## src/rtl/iter_shifter_pkg.sv

```systemverilog
// iter_shifter_pkg: shared definitions for the iterative shifter.
//   - op encodings for the in_op field (3 bits; 101..111 are illegal)
//   - FSM state type
//   - op_legal(): legality check for an op code
package iter_shifter_pkg;

  localparam int OP_W = 3;

  localparam logic [OP_W-1:0] OP_ROL = 3'b000;
  localparam logic [OP_W-1:0] OP_ROR = 3'b001;
  localparam logic [OP_W-1:0] OP_SLL = 3'b010;
  localparam logic [OP_W-1:0] OP_SRA = 3'b011;
  localparam logic [OP_W-1:0] OP_SRL = 3'b100;

  typedef enum logic [1:0] {
    IDLE  = 2'd0,
    SHIFT = 2'd1,
    DONE  = 2'd2
  } state_e;

  function automatic logic op_legal(input logic [OP_W-1:0] op);
    return (op <= OP_SRL);
  endfunction

endpackage

```

## src/rtl/iter_shifter_if.sv

```systemverilog
// iter_shifter_if: request/result handshake bundle of the iterative shifter.
//   Request side : in_valid, in_ready, in_data[WIDTH], in_amt[AMT_W], in_op[3]
//   Result side  : out_valid, out_ready, out_data[WIDTH], out_err
//   With ITER_SHIFTER_STATUS_EN defined: out_zero, out_carry (driven by the shifter)
//   Modports: master = requester/consumer (testbench or pipeline), slave = shifter.
interface iter_shifter_if
  import iter_shifter_pkg::*;
#(
  parameter int WIDTH = 16
);
  localparam int AMT_W = $clog2(WIDTH);

  logic             in_valid;
  logic             in_ready;
  logic [WIDTH-1:0] in_data;
  logic [AMT_W-1:0] in_amt;
  logic [OP_W-1:0]  in_op;
  logic             out_valid;
  logic             out_ready;
  logic [WIDTH-1:0] out_data;
  logic             out_err;
`ifdef ITER_SHIFTER_STATUS_EN
  logic             out_zero;
  logic             out_carry;
`endif

  modport master (
    output in_valid, in_data, in_amt, in_op, out_ready,
    input  in_ready, out_valid, out_data, out_err
`ifdef ITER_SHIFTER_STATUS_EN
    , input out_zero, out_carry
`endif
  );

  modport slave (
    input  in_valid, in_data, in_amt, in_op, out_ready,
    output in_ready, out_valid, out_data, out_err
`ifdef ITER_SHIFTER_STATUS_EN
    , output out_zero, out_carry
`endif
  );

endinterface

```

## src/rtl/iter_shifter_shift_step.sv

```systemverilog
// shift_step: combinational single-step shifter, k = 0..STEP positions.
//   data   : operand
//   op     : op code (illegal codes pass data through, carry 0)
//   k      : positions to shift this step
//   sign   : fill bit for sra (original MSB of the request)
//   result : shifted operand
//   carry  : last bit shifted out (or wrapped for rotates); 0 when k == 0
module shift_step
  import iter_shifter_pkg::*;
#(
  parameter int WIDTH = 16,
  parameter int STEP  = 2,
  localparam int K_W  = $clog2(STEP + 1)
) (
  input  logic [WIDTH-1:0] data,
  input  logic [OP_W-1:0]  op,
  input  logic [K_W-1:0]   k,
  input  logic             sign,
  output logic [WIDTH-1:0] result,
  output logic             carry
);

  logic [WIDTH-1:0] ones;
  logic             left_c;
  logic             right_c;

  assign ones = '1;

  // The last bit to leave is data[WIDTH-k] going left and data[k-1] going
  // right; a constant-index loop avoids out-of-range selects when k == 0.
  always_comb begin
    // NOTE: every combinational output gets a default first, otherwise a
    // path that skips the assignment infers a latch.
    left_c  = 1'b0;
    right_c = 1'b0;
    for (int i = 1; i <= STEP; i++) begin
      if (int'(k) == i) begin
        left_c  = data[WIDTH-i];
        right_c = data[i-1];
      end
    end
  end

  always_comb begin
    result = data;
    carry  = 1'b0;
    case (op)
      OP_ROL: begin
        result = (data << k) | (data >> (WIDTH - int'(k)));
        carry  = left_c;
      end
      OP_ROR: begin
        result = (data >> k) | (data << (WIDTH - int'(k)));
        carry  = right_c;
      end
      OP_SLL: begin
        result = data << k;
        carry  = left_c;
      end
      OP_SRA: begin
        result = (data >> k) | ({WIDTH{sign}} & ~(ones >> k));
        carry  = right_c;
      end
      OP_SRL: begin
        result = data >> k;
        carry  = right_c;
      end
      default: begin
        result = data;
        carry  = 1'b0;
      end
    endcase
  end

endmodule

```

## src/rtl/iter_shifter.sv

```systemverilog
// iter_shifter: multi-cycle shifter/rotator, at most STEP positions per clock.
//   clk : rising-edge clock
//   rst : synchronous, active-low reset
//   bus : iter_shifter_if.slave (valid/ready request in, valid/ready result out)
// Parameters: WIDTH (power of 2, >= 4), STEP (power of 2, <= WIDTH).
// Optional: ITER_SHIFTER_STATUS_EN adds out_zero / out_carry status outputs.
// Flow: IDLE accepts a request; SHIFT applies min(rem, STEP) positions per edge;
// DONE holds the result until out_ready. Illegal ops and zero amounts skip SHIFT.
module iter_shifter
  import iter_shifter_pkg::*;
#(
  parameter int WIDTH = 16,
  parameter int STEP  = 2
) (
  input logic          clk,
  input logic          rst,
  iter_shifter_if.slave bus
);

  localparam int AMT_W = $clog2(WIDTH);
  localparam int CNT_W = AMT_W + 1;
  localparam int K_W   = $clog2(STEP + 1);

  state_e           state;
  logic [WIDTH-1:0] acc;
  logic [AMT_W-1:0] rem;
  logic [OP_W-1:0]  op_q;
  logic             sign_q;
  logic             err_q;
  logic             in_ready_q;
  logic             out_valid_q;

  logic [K_W-1:0]   step_k;
  logic [AMT_W-1:0] rem_next;
  logic [WIDTH-1:0] step_data;
  logic             step_carry;
  logic             accept;

  assign accept = (state == IDLE) && bus.in_valid;

  // Widen to CNT_W so STEP == WIDTH still compares correctly.
  always_comb begin
    step_k = K_W'(STEP);
    if ({1'b0, rem} < CNT_W'(STEP)) begin
      step_k = K_W'(rem);
    end
    rem_next = AMT_W'({1'b0, rem} - CNT_W'(step_k));
  end

  shift_step #(
    .WIDTH (WIDTH),
    .STEP  (STEP)
  ) u_step (
    .data   (acc),
    .op     (op_q),
    .k      (step_k),
    .sign   (sign_q),
    .result (step_data),
    .carry  (step_carry)
  );

  // NOTE: sequential state uses non-blocking assignments so every register
  // samples the pre-edge values, independent of statement order.
  always_ff @(posedge clk) begin
    if (!rst) begin
      state       <= IDLE;
      acc         <= '0;
      rem         <= '0;
      op_q        <= OP_ROL;
      sign_q      <= 1'b0;
      err_q       <= 1'b0;
      in_ready_q  <= 1'b1;
      out_valid_q <= 1'b0;
    end else begin
      case (state)
        IDLE: begin
          if (accept) begin
            acc        <= bus.in_data;
            rem        <= bus.in_amt;
            op_q       <= bus.in_op;
            sign_q     <= bus.in_data[WIDTH-1];
            in_ready_q <= 1'b0;
            if (!op_legal(bus.in_op) || (bus.in_amt == '0)) begin
              state       <= DONE;
              err_q       <= !op_legal(bus.in_op);
              out_valid_q <= 1'b1;
            end else begin
              state <= SHIFT;
              err_q <= 1'b0;
            end
          end
        end
        SHIFT: begin
          acc <= step_data;
          rem <= rem_next;
          if (rem_next == '0) begin
            state       <= DONE;
            out_valid_q <= 1'b1;
          end
        end
        DONE: begin
          if (bus.out_ready) begin
            state       <= IDLE;
            out_valid_q <= 1'b0;
            in_ready_q  <= 1'b1;
          end
        end
        default: begin
          state       <= IDLE;
          out_valid_q <= 1'b0;
          in_ready_q  <= 1'b1;
        end
      endcase
    end
  end

  assign bus.in_ready  = in_ready_q;
  assign bus.out_valid = out_valid_q;
  assign bus.out_data  = acc;
  assign bus.out_err   = err_q;

`ifdef ITER_SHIFTER_STATUS_EN
  logic carry_q;

  // Cleared on accept, so zero amounts and illegal ops report carry 0;
  // SHIFT edges always move k >= 1 positions, so each overwrites it.
  always_ff @(posedge clk) begin
    if (!rst) begin
      carry_q <= 1'b0;
    end else if (accept) begin
      carry_q <= 1'b0;
    end else if (state == SHIFT) begin
      carry_q <= step_carry;
    end
  end

  // Gated by out_valid so the flag reads 0 out of reset (acc == 0 then).
  assign bus.out_zero  = out_valid_q && (acc == '0);
  assign bus.out_carry = carry_q;
`else
  logic unused_carry;
  assign unused_carry = step_carry;
`endif

endmodule

```

## src/flat_wrapper.sv

```systemverilog
// flat-port wrapper written by rule: the top's interface ports become plain ports
module iter_shifter_flat import iter_shifter_pkg::*;
#(
  parameter int WIDTH = 16,
  parameter int STEP  = 2
)
  (clk, rst, bus_in_valid, bus_in_data, bus_in_amt, bus_in_op, bus_out_ready, bus_in_ready, bus_out_valid, bus_out_data, bus_out_err);
  iter_shifter_if #(.WIDTH(WIDTH)) bus_i ();
  input logic clk;
  input logic rst;
  input wire logic [$bits(bus_i.in_valid)-1:0] bus_in_valid;
  input wire logic [$bits(bus_i.in_data)-1:0] bus_in_data;
  input wire logic [$bits(bus_i.in_amt)-1:0] bus_in_amt;
  input wire logic [$bits(bus_i.in_op)-1:0] bus_in_op;
  input wire logic [$bits(bus_i.out_ready)-1:0] bus_out_ready;
  output wire logic [$bits(bus_i.in_ready)-1:0] bus_in_ready;
  output wire logic [$bits(bus_i.out_valid)-1:0] bus_out_valid;
  output wire logic [$bits(bus_i.out_data)-1:0] bus_out_data;
  output wire logic [$bits(bus_i.out_err)-1:0] bus_out_err;
  assign bus_i.in_valid = bus_in_valid;
  assign bus_i.in_data = bus_in_data;
  assign bus_i.in_amt = bus_in_amt;
  assign bus_i.in_op = bus_in_op;
  assign bus_i.out_ready = bus_out_ready;
  assign bus_in_ready = bus_i.in_ready;
  assign bus_out_valid = bus_i.out_valid;
  assign bus_out_data = bus_i.out_data;
  assign bus_out_err = bus_i.out_err;
  iter_shifter #(.WIDTH(WIDTH), .STEP(STEP)) u_core (.clk(clk), .rst(rst), .bus(bus_i));
endmodule
```

## config.mk

```make
export PLATFORM = sky130hd
export DESIGN_NAME = iter_shifter_flat
export DESIGN_NICKNAME = d
export VERILOG_FILES = /design/src/rtl/iter_shifter_pkg.sv /design/src/rtl/iter_shifter_if.sv /design/src/rtl/iter_shifter_shift_step.sv /design/src/rtl/iter_shifter.sv /design/src/flat_wrapper.sv
export SDC_FILE = /design/constraint.sdc
export NUM_CORES = 1
export LEC_CHECK = 0
export CORE_MARGIN = 2
export CORE_UTILIZATION = 47
export CTS_CLUSTER_DIAMETER = 120
export CTS_CLUSTER_SIZE = 24
export DETAILED_ROUTE_END_ITERATION = 8
export PLACE_DENSITY = 0.77
export REMOVE_ABC_BUFFERS = 1
export SLEW_MARGIN = 30
export SYNTH_ARGS = -nofsm -noshare
export SYNTH_HDL_FRONTEND = slang
export SYNTH_SLANG_ARGS = --single-unit
```

## constraint.sdc

```tcl
create_clock -name clk -period 2.5 [get_ports clk]
set_clock_uncertainty 0.15 [all_clocks]
set_input_delay 0.375 -clock clk [delete_from_list [all_inputs] [get_ports clk]]
set_output_delay 0.375 -clock clk [all_outputs]
set_load 0.1 [all_outputs]
```

==> results.py, run 1 <==
metrics = {
    "run_status": {
        "status": "finished, final reports clean",
    },
    "synthesis": {
        "synth_top_cell_by_area": "dfxtp_1",
        "synth_area_leaders": "dfxtp_1 26%, o21ai_0 6.0%, mux2i_1 5.3%",
        "synth.avg_cell_area_um2": 7.45,
        "synth_top_area_share_pct": 25.6,
        "synth_compound_area_share_pct": 33.7,
        "synth_seq_cells": 29,
        "synth_edf_count": 0,
        "synth_most_common_cell": "nand2_1",
        "ys.flop_type": "dfxtp_1",
        "synth_area_mm2": 0.00226,
        "yosys.area_share.simple_pct": 22.0,
        "synth_top_family_by_area": "compound AO/OA/AOI/OAI gates",
        "ys_top_cells_by_count": "32 x nand2_1, 29 x dfxtp_1, 27 x nor2_1, 27 x o21ai_0, 22 x a21oi_1",
        "synth_adder_area_share_pct": 2.10,
        "ys_seq_area_share_pct": 25.6,
        "yosys_warnings": 0,
        "async_reset_ff_share_pct": 0,
        "syn_inst": 304,
        "synthMuxAreaShare_pct": 8.79,
        "synth_xor_area_share_pct": 0,
        "ys_types": 55,
    },
    "worst_setup_path": {
        "worstPathArrival_ns": 2.39,
        "path_cells": "nor4b_4, inv_1, ha_1, nor4_1, buf_4, a32oi_1, a311oi_1, a21o_1",
        "path_max_fanout": 9,
        "endpoint_kind": "flop",
        "cp_num_buf_inv": 2,
        "slowest_stage": "dfxtp_1",
        "cp_top_family": "simple AND/OR/NAND/NOR gates",
        "crit_type": "flop to flop",
        "crit_required_ns": 2.59,
        "max_stage_delay_ns": 0.39,
        "start_kind": "flop",
    },
    "final_layout": {
        "fill_cells": 432,
        "syn2layout_area_growth_pct": 24.4,
        "n_antenna_cell": 0,
        "multi_input_area_mm2": 0.00152,
        "drive_gt1_share_pct": 16.3,
        "finalCoreUtilization_pct": 60.0,
        "design_area_mm2": 0.00282,
        "stdcell_count": 397,
        "register_area_um2": 581,
        "fin_nets": 372,
    },
    "timing": {
        "fmax_mhz": 434,
        "slew_violations": 0,
        "hold_ws_ns": 0.315,
        "rsz0062_at_grt": "no",
        "setup_violations": 0,
        "hold_viol": 0,
        "period_needed_ns": 2.30,
        "period_share_pct": 92.1,
        "finalSetupTns_ns": 0,
    },
    "route": {
        "drt_iter0_markers": 262,
        "antenna_left": 0,
        "wl_per_cell_um": 17.0,
        "drt_drc_violations_left": 0,
        "routed_wirelength_um": 6740,
        "first_pass_iters": 5,
        "vias": 2582,
        "vias_per_cell": 6.50,
    },
    "placement": {
        "dpl.hpwl_um": 4770,
        "port_buffers": 45,
        "placed_cells": 389,
        "gp_congestion": 0.901,
        "dpl-instance-area_mm2": 0.00273,
    },
    "power": {
        "power_leakage_uw": 0.00106,
        "peakVddDrop_uv": 529,
        "powerDensity_mw_per_mm2": 1130,
    },
    "grt": {
        "grt_util_all_layers_pct": 27.0,
        "globalRouteOverflowTotal": 0,
        "antenna_found_initial": 0,
        "grt_pass1_vias": 2278,
        "grt_max_degree": 20,
        "grt_pass1_wl_um": 11300,
    },
    "cts": {
        "clock_sinks": 29,
        "hold_buffers": 0,
        "post-cts-setup-buffer-count": 0,
        "cts_buffers": 5,
        "clockBufferDepth": 2,
        "cts_resized": 0,
        "clk_latency_ns": 0.28,
        "clk_pin_slew_ns": 0.07,
        "htreeDepth": 2,
        "cts_tree": "built",
        "cts-root-buf": "clkbuf_8",
    },
    "floorplan": {
        "die_y_um": 73.4,
        "placementRows": 25,
        "coreArea_mm2": 0.00469,
        "initial_core_util_pct": 48.2,
        "die_w_um": 73.4,
        "die_area_mm2": 0.00539,
        "top_level_ports": 46,
    },
    "min_path": {
        "hp-class": "flop to flop",
    },
    "flow_run": {
        "drv_cap": 0,
    },
}
[cell families (layout without fill, tap and decap cells)]
| family | Yosys count | after routing |
|---|---|---|
| AOI/OAI and AO/OA | 114 | 114 |
| adders and majority gates | 4 | 4 |
| buffers and inverters | 38 | 77 |
| DFF | 29 | 29 |
| muxes | 18 | 18 |
| other | 1 | 1 |
| and+or+nand+nor | 100 | 100 |
[state kept, by name, summed over array words and instances, names as in the netlist]
| register | cells |
|---|---|
| u_core.sign_q | 1 |
| u_core.bus.in_ready | 1 |
| u_core.bus.out_valid | 1 |
| u_core.rem | 4 |
| u_core.op_q | 3 |
| u_core.bus.out_err | 1 |
| u_core.bus.out_data | 16 |
| u_core.state | 2 |
[worst reg2reg max path: stages (launching register included)]
cell and delay, ns:
dfxtp_1 0.39, nor4b_4 0.31, inv_1 0.10, ha_1 0.39, nor4_1 0.31, buf_4 0.17
a32oi_1 0.06, a311oi_1 0.28, a21o_1 0.11
[final timing paths]
kind	start	slack, ns	depth (start not counted)	to
max	u_core.rem[3]	0.20	8	u_core.bus.out_data[13]
min	u_core.bus.out_valid	0.31	2	u_core.bus.out_valid
max reg2reg	u_core.rem[3]	0.20	8	u_core.bus.out_data[13]
min reg2reg	u_core.bus.out_valid	0.31	2	u_core.bus.out_valid
[through the flow]
stage | worst slack [ns] | total power [µW]
after CTS | 0.212 | 3160
after global placement | 0.284 | 2760
after global routing | 0.0886 | 3370
after floorplan | -0.588 | 2210
after detailed placement | 0.221 | 2790
final | 0.198 | 3180
[cell type report]
| type | instances | share of cell area [%] |
|---|---|---|
| well taps | 54 | 2.40 |
| clock inverters | 2 | 0.356 |
| repair buffers | 62 | 19.3 |
| flip-flops and latches | 29 | 20.6 |
| multi-input cells | 237 | 53.8 |
| inverters | 7 | 0.933 |
| clock buffers | 6 | 2.58 |
[placed cells by master, fill, tap and decap left out, types with 3 or more instances in the layout]
master           synthesis  routed
o211ai_1                 7       7
o2111ai_1                4       4
mux2i_1                 12      12
nor2_1                  27      27
buf_4                    0      35
a22oi_1                  3       3
a31oi_1                  5       5
inv_1                    7       7
a221oi_1                 4       4
a21oi_1                 22      22
nand2_1                 32      32
or3_1                    5       5
nand2b_1                 4       4
o22ai_1                 10      10
nor3b_1                  4       4
nand3_1                 10      10
nor2b_1                  4       4
nor4_1                   3       3
o21a_1                   4       4
clkdlybuf4s50_1          0      26
clkbuf_8                 0       5
a311oi_1                 4       4
o21ai_0                 27      27
ha_1                     3       3
mux2_2                   5       5
dfxtp_1                 29      29
nor3_1                   5       4
[layer usage]
metal  GRT usage [%]  vias to the layer above  share of wire [%]
met5               0                        -                  0
met4            10.5                        0                1.7
met3            4.39                       15                8.2
met2            40.8                      149                 45
met1            38.2                     1198                 45
li1                -                     1220                  -
[where the power goes]
group / switching (µW) / leakage (µW) / total, µW / internal [µW]
Clock: 183 / 0.0000450 / 376 / 192
Sequential: 232 / 0.000240 / 813 / 580
Combinational: 1350 / 0.000780 / 1990 / 644
Total: 1760 / 0.00106 / 3180 / 1420
No activity file was read; power rests on OpenSTA's default activity.
==> inputs of run 2 (changes only) <==
--- a/config.mk
+++ b/config.mk
@@ -11,7 +11,6 @@
 export CTS_CLUSTER_SIZE = 24
 export DETAILED_ROUTE_END_ITERATION = 8
 export PLACE_DENSITY = 0.77
-export REMOVE_ABC_BUFFERS = 1
 export SLEW_MARGIN = 30
 export SYNTH_ARGS = -nofsm -noshare
 export SYNTH_HDL_FRONTEND = slang
==> run 2 against run 1 <==
Clock power grew 7.2%. Via count shrank 1.2%. Worst hold slack lost 0.0013 ns. Utilization grew 0.69 points. Global-route usage grew 1.2 points. Clock-buffer cell count grew 1. Largest cell class unchanged. Combinational power grew 3%. Final cell count grew 0.50%. Critical path depth shrank 3. Sequential power is essentially flat. Die area is the same.
==> results.py, run 2 (same netlist as run 1, synthesis figures left out) <==
metrics = {
    "timing": {
        "period_needed_ns": 2.26,
        "fmax_mhz": 442,
        "slew_violations": 0,
        "relSlewSlack_pct": 65.9,
        "tightest_slew_ns": 0.511,
        "setup_violations": 0,
        "rsz0062_at_grt": "no",
        "period_share_pct": 90.6,
        "hold_viol": 0,
        "finalSetupTns_ns": 0,
    },
    "final_layout": {
        "largest_register_ffs": 16,
        "drive_gt1_share_pct": 17.1,
        "final_common_cell": "buf_4",
        "final_cell_mix": "38 x buf_4, 32 x nand2_1, 29 x dfxtp_1",
        "syn2layout_area_growth_pct": 25.8,
        "n_antenna_cell": 0,
        "stdcell_count": 399,
        "fin_nets": 375,
        "fill_cells": 449,
    },
    "min_path": {
        "min_delay_worst_endpoint": "u_core.bus.out_valid",
        "min_from": "u_core.bus.out_valid",
        "min_path_cells": 2,
        "hp-class": "flop to flop",
    },
    "worst_setup_path": {
        "crit_type": "flop to flop",
        "ff2ff_setup_slack_ns": 0.24,
        "endpoint_kind": "flop",
        "cp-startpoint": "u_core.op_q[2]",
        "crit_required_ns": 2.50,
        "worstPathArrival_ns": 2.26,
        "timing.rr.start": "u_core.op_q[2]",
        "path_max_fanout": 11,
        "worstRegToRegCells": 5,
        "start_kind": "flop",
        "r2r-end": "u_core.bus.out_data[15]",
    },
    "route": {
        "vias": 2552,
        "first_pass_iters": 5,
        "vias_per_cell": 6.40,
        "drt_iter0_markers": 298,
        "routed_wirelength_um": 7090,
        "wl_per_cell_um": 17.8,
        "antenna_left": 0,
        "drt_drc_violations_left": 0,
    },
    "synthesis": {
        "syn_nets": 334,
    },
    "placement": {
        "port_buffers": 45,
        "placed_cells": 392,
        "gp_congestion": 0.987,
        "dpl.hpwl_um": 5070,
    },
    "grt": {
        "grt_pass1_vias": 2421,
        "grt_util_all_layers_pct": 28.2,
        "globalRouteOverflowTotal": 0,
        "antenna_found_initial": 0,
        "grt_pass1_wl_um": 11900,
        "grt_max_degree": 20,
    },
    "power": {
        "power_leakage_uw": 0.00108,
        "peakVddDrop_uv": 686,
        "powerDensity_mw_per_mm2": 1140,
        "finalPower_uw": 3250,
    },
    "floorplan": {
        "placementRows": 25,
        "initial_core_util_pct": 48.2,
        "coreArea_mm2": 0.00469,
        "top_level_ports": 46,
        "die_y_um": 73.4,
        "die_area_mm2": 0.00539,
        "die_w_um": 73.4,
    },
    "cts": {
        "clock_sinks": 29,
        "cts_tree": "built",
        "hold_buffers": 0,
        "clk_latency_ns": 0.28,
        "post-cts-setup-buffer-count": 0,
        "clockBufferDepth": 2,
        "cts_resized": 0,
        "cts-root-buf": "clkbuf_8",
        "htreeDepth": 2,
        "cts_buffers": 5,
        "clk_pin_slew_ns": 0.06,
    },
    "flow_run": {
        "drv_cap": 0,
    },
    "run_status": {
        "status": "finished, final reports clean",
    },
}
run 2: cell count changes in the layout (fill, tap and decap cells not counted):
cell / previous run / this run
buf_4: 35 / 38
clkbuf_8: 5 / 6
clkinv_2: 2 / 0
nor4_1: 3 / 2
nor4_2: 0 / 1
run 2: where the power goes:
| part | leakage, µW | switching (µW) | total [µW] | internal [µW] |
|---|---|---|---|---|
| combinational | 0.000797 | 1370 | 2040 | 665 |
| clock | 0.0000443 | 184 | 403 | 218 |
| sequential | 0.000240 | 231 | 812 | 580 |
| total | 0.00108 | 1790 | 3250 | 1460 |
run 2: worst max-delay path, stage by stage, from the launching register on:
cell,delay [ns]
dfxtp_1,0.47
nand2b_1,0.29
o21a_1,0.43
o21ai_0,0.25
a221oi_1,0.44
a21oi_1,0.10
run 2: layout make-up:
cell class / instances / area (µm²) / share of cell area [%]
tap: 54 / 67.6 / 2.37
clock buffer: 7 / 86.3 / 3.03
sequential: 29 / 581 / 20.4
timing repair buffer: 65 / 566 / 19.9
inverter: 7 / 26.3 / 0.923
multi-input combinational: 237 / 1520 / 53.4
run 2: how the worst max path moves through the flow:
stage                         endpoint  slack [ns]
6_report       u_core.bus.out_data[15]        0.24
3_3_place_gp   u_core.bus.out_data[15]        0.29
5_1_grt        u_core.bus.out_data[15]        0.06
3_5_place_dp   u_core.bus.out_data[15]        0.26
4_1_cts        u_core.bus.out_data[15]        0.25
2_1_floorplan   u_core.bus.out_data[2]        0.04
run 2: stage by stage:
stage	hold slack (ns)	utilization, %	cell area [µm²]	worst slack, ns
2_1_floorplan	0.333	-	2270	0.0435
3_3_place_gp	0.304	58.9	2760	0.286
3_5_place_dp	0.307	58.9	2760	0.259
4_1_cts	0.319	60.7	2850	0.254
5_1_grt	0.357	60.7	2850	0.0635
6_report	0.313	60.7	2850	0.236
run 2: routing by layer:
| metal | track usage (%) | up-vias | part of all wire, % |
|---|---|---|---|
| met5 | 0 | - | 0 |
| met4 | 10.5 | 0 | 3.0 |
| met3 | 5.08 | 19 | 8.6 |
| met2 | 42.0 | 145 | 44 |
| met1 | 40.3 | 1171 | 44 |
| li1 | - | 1217 | - |
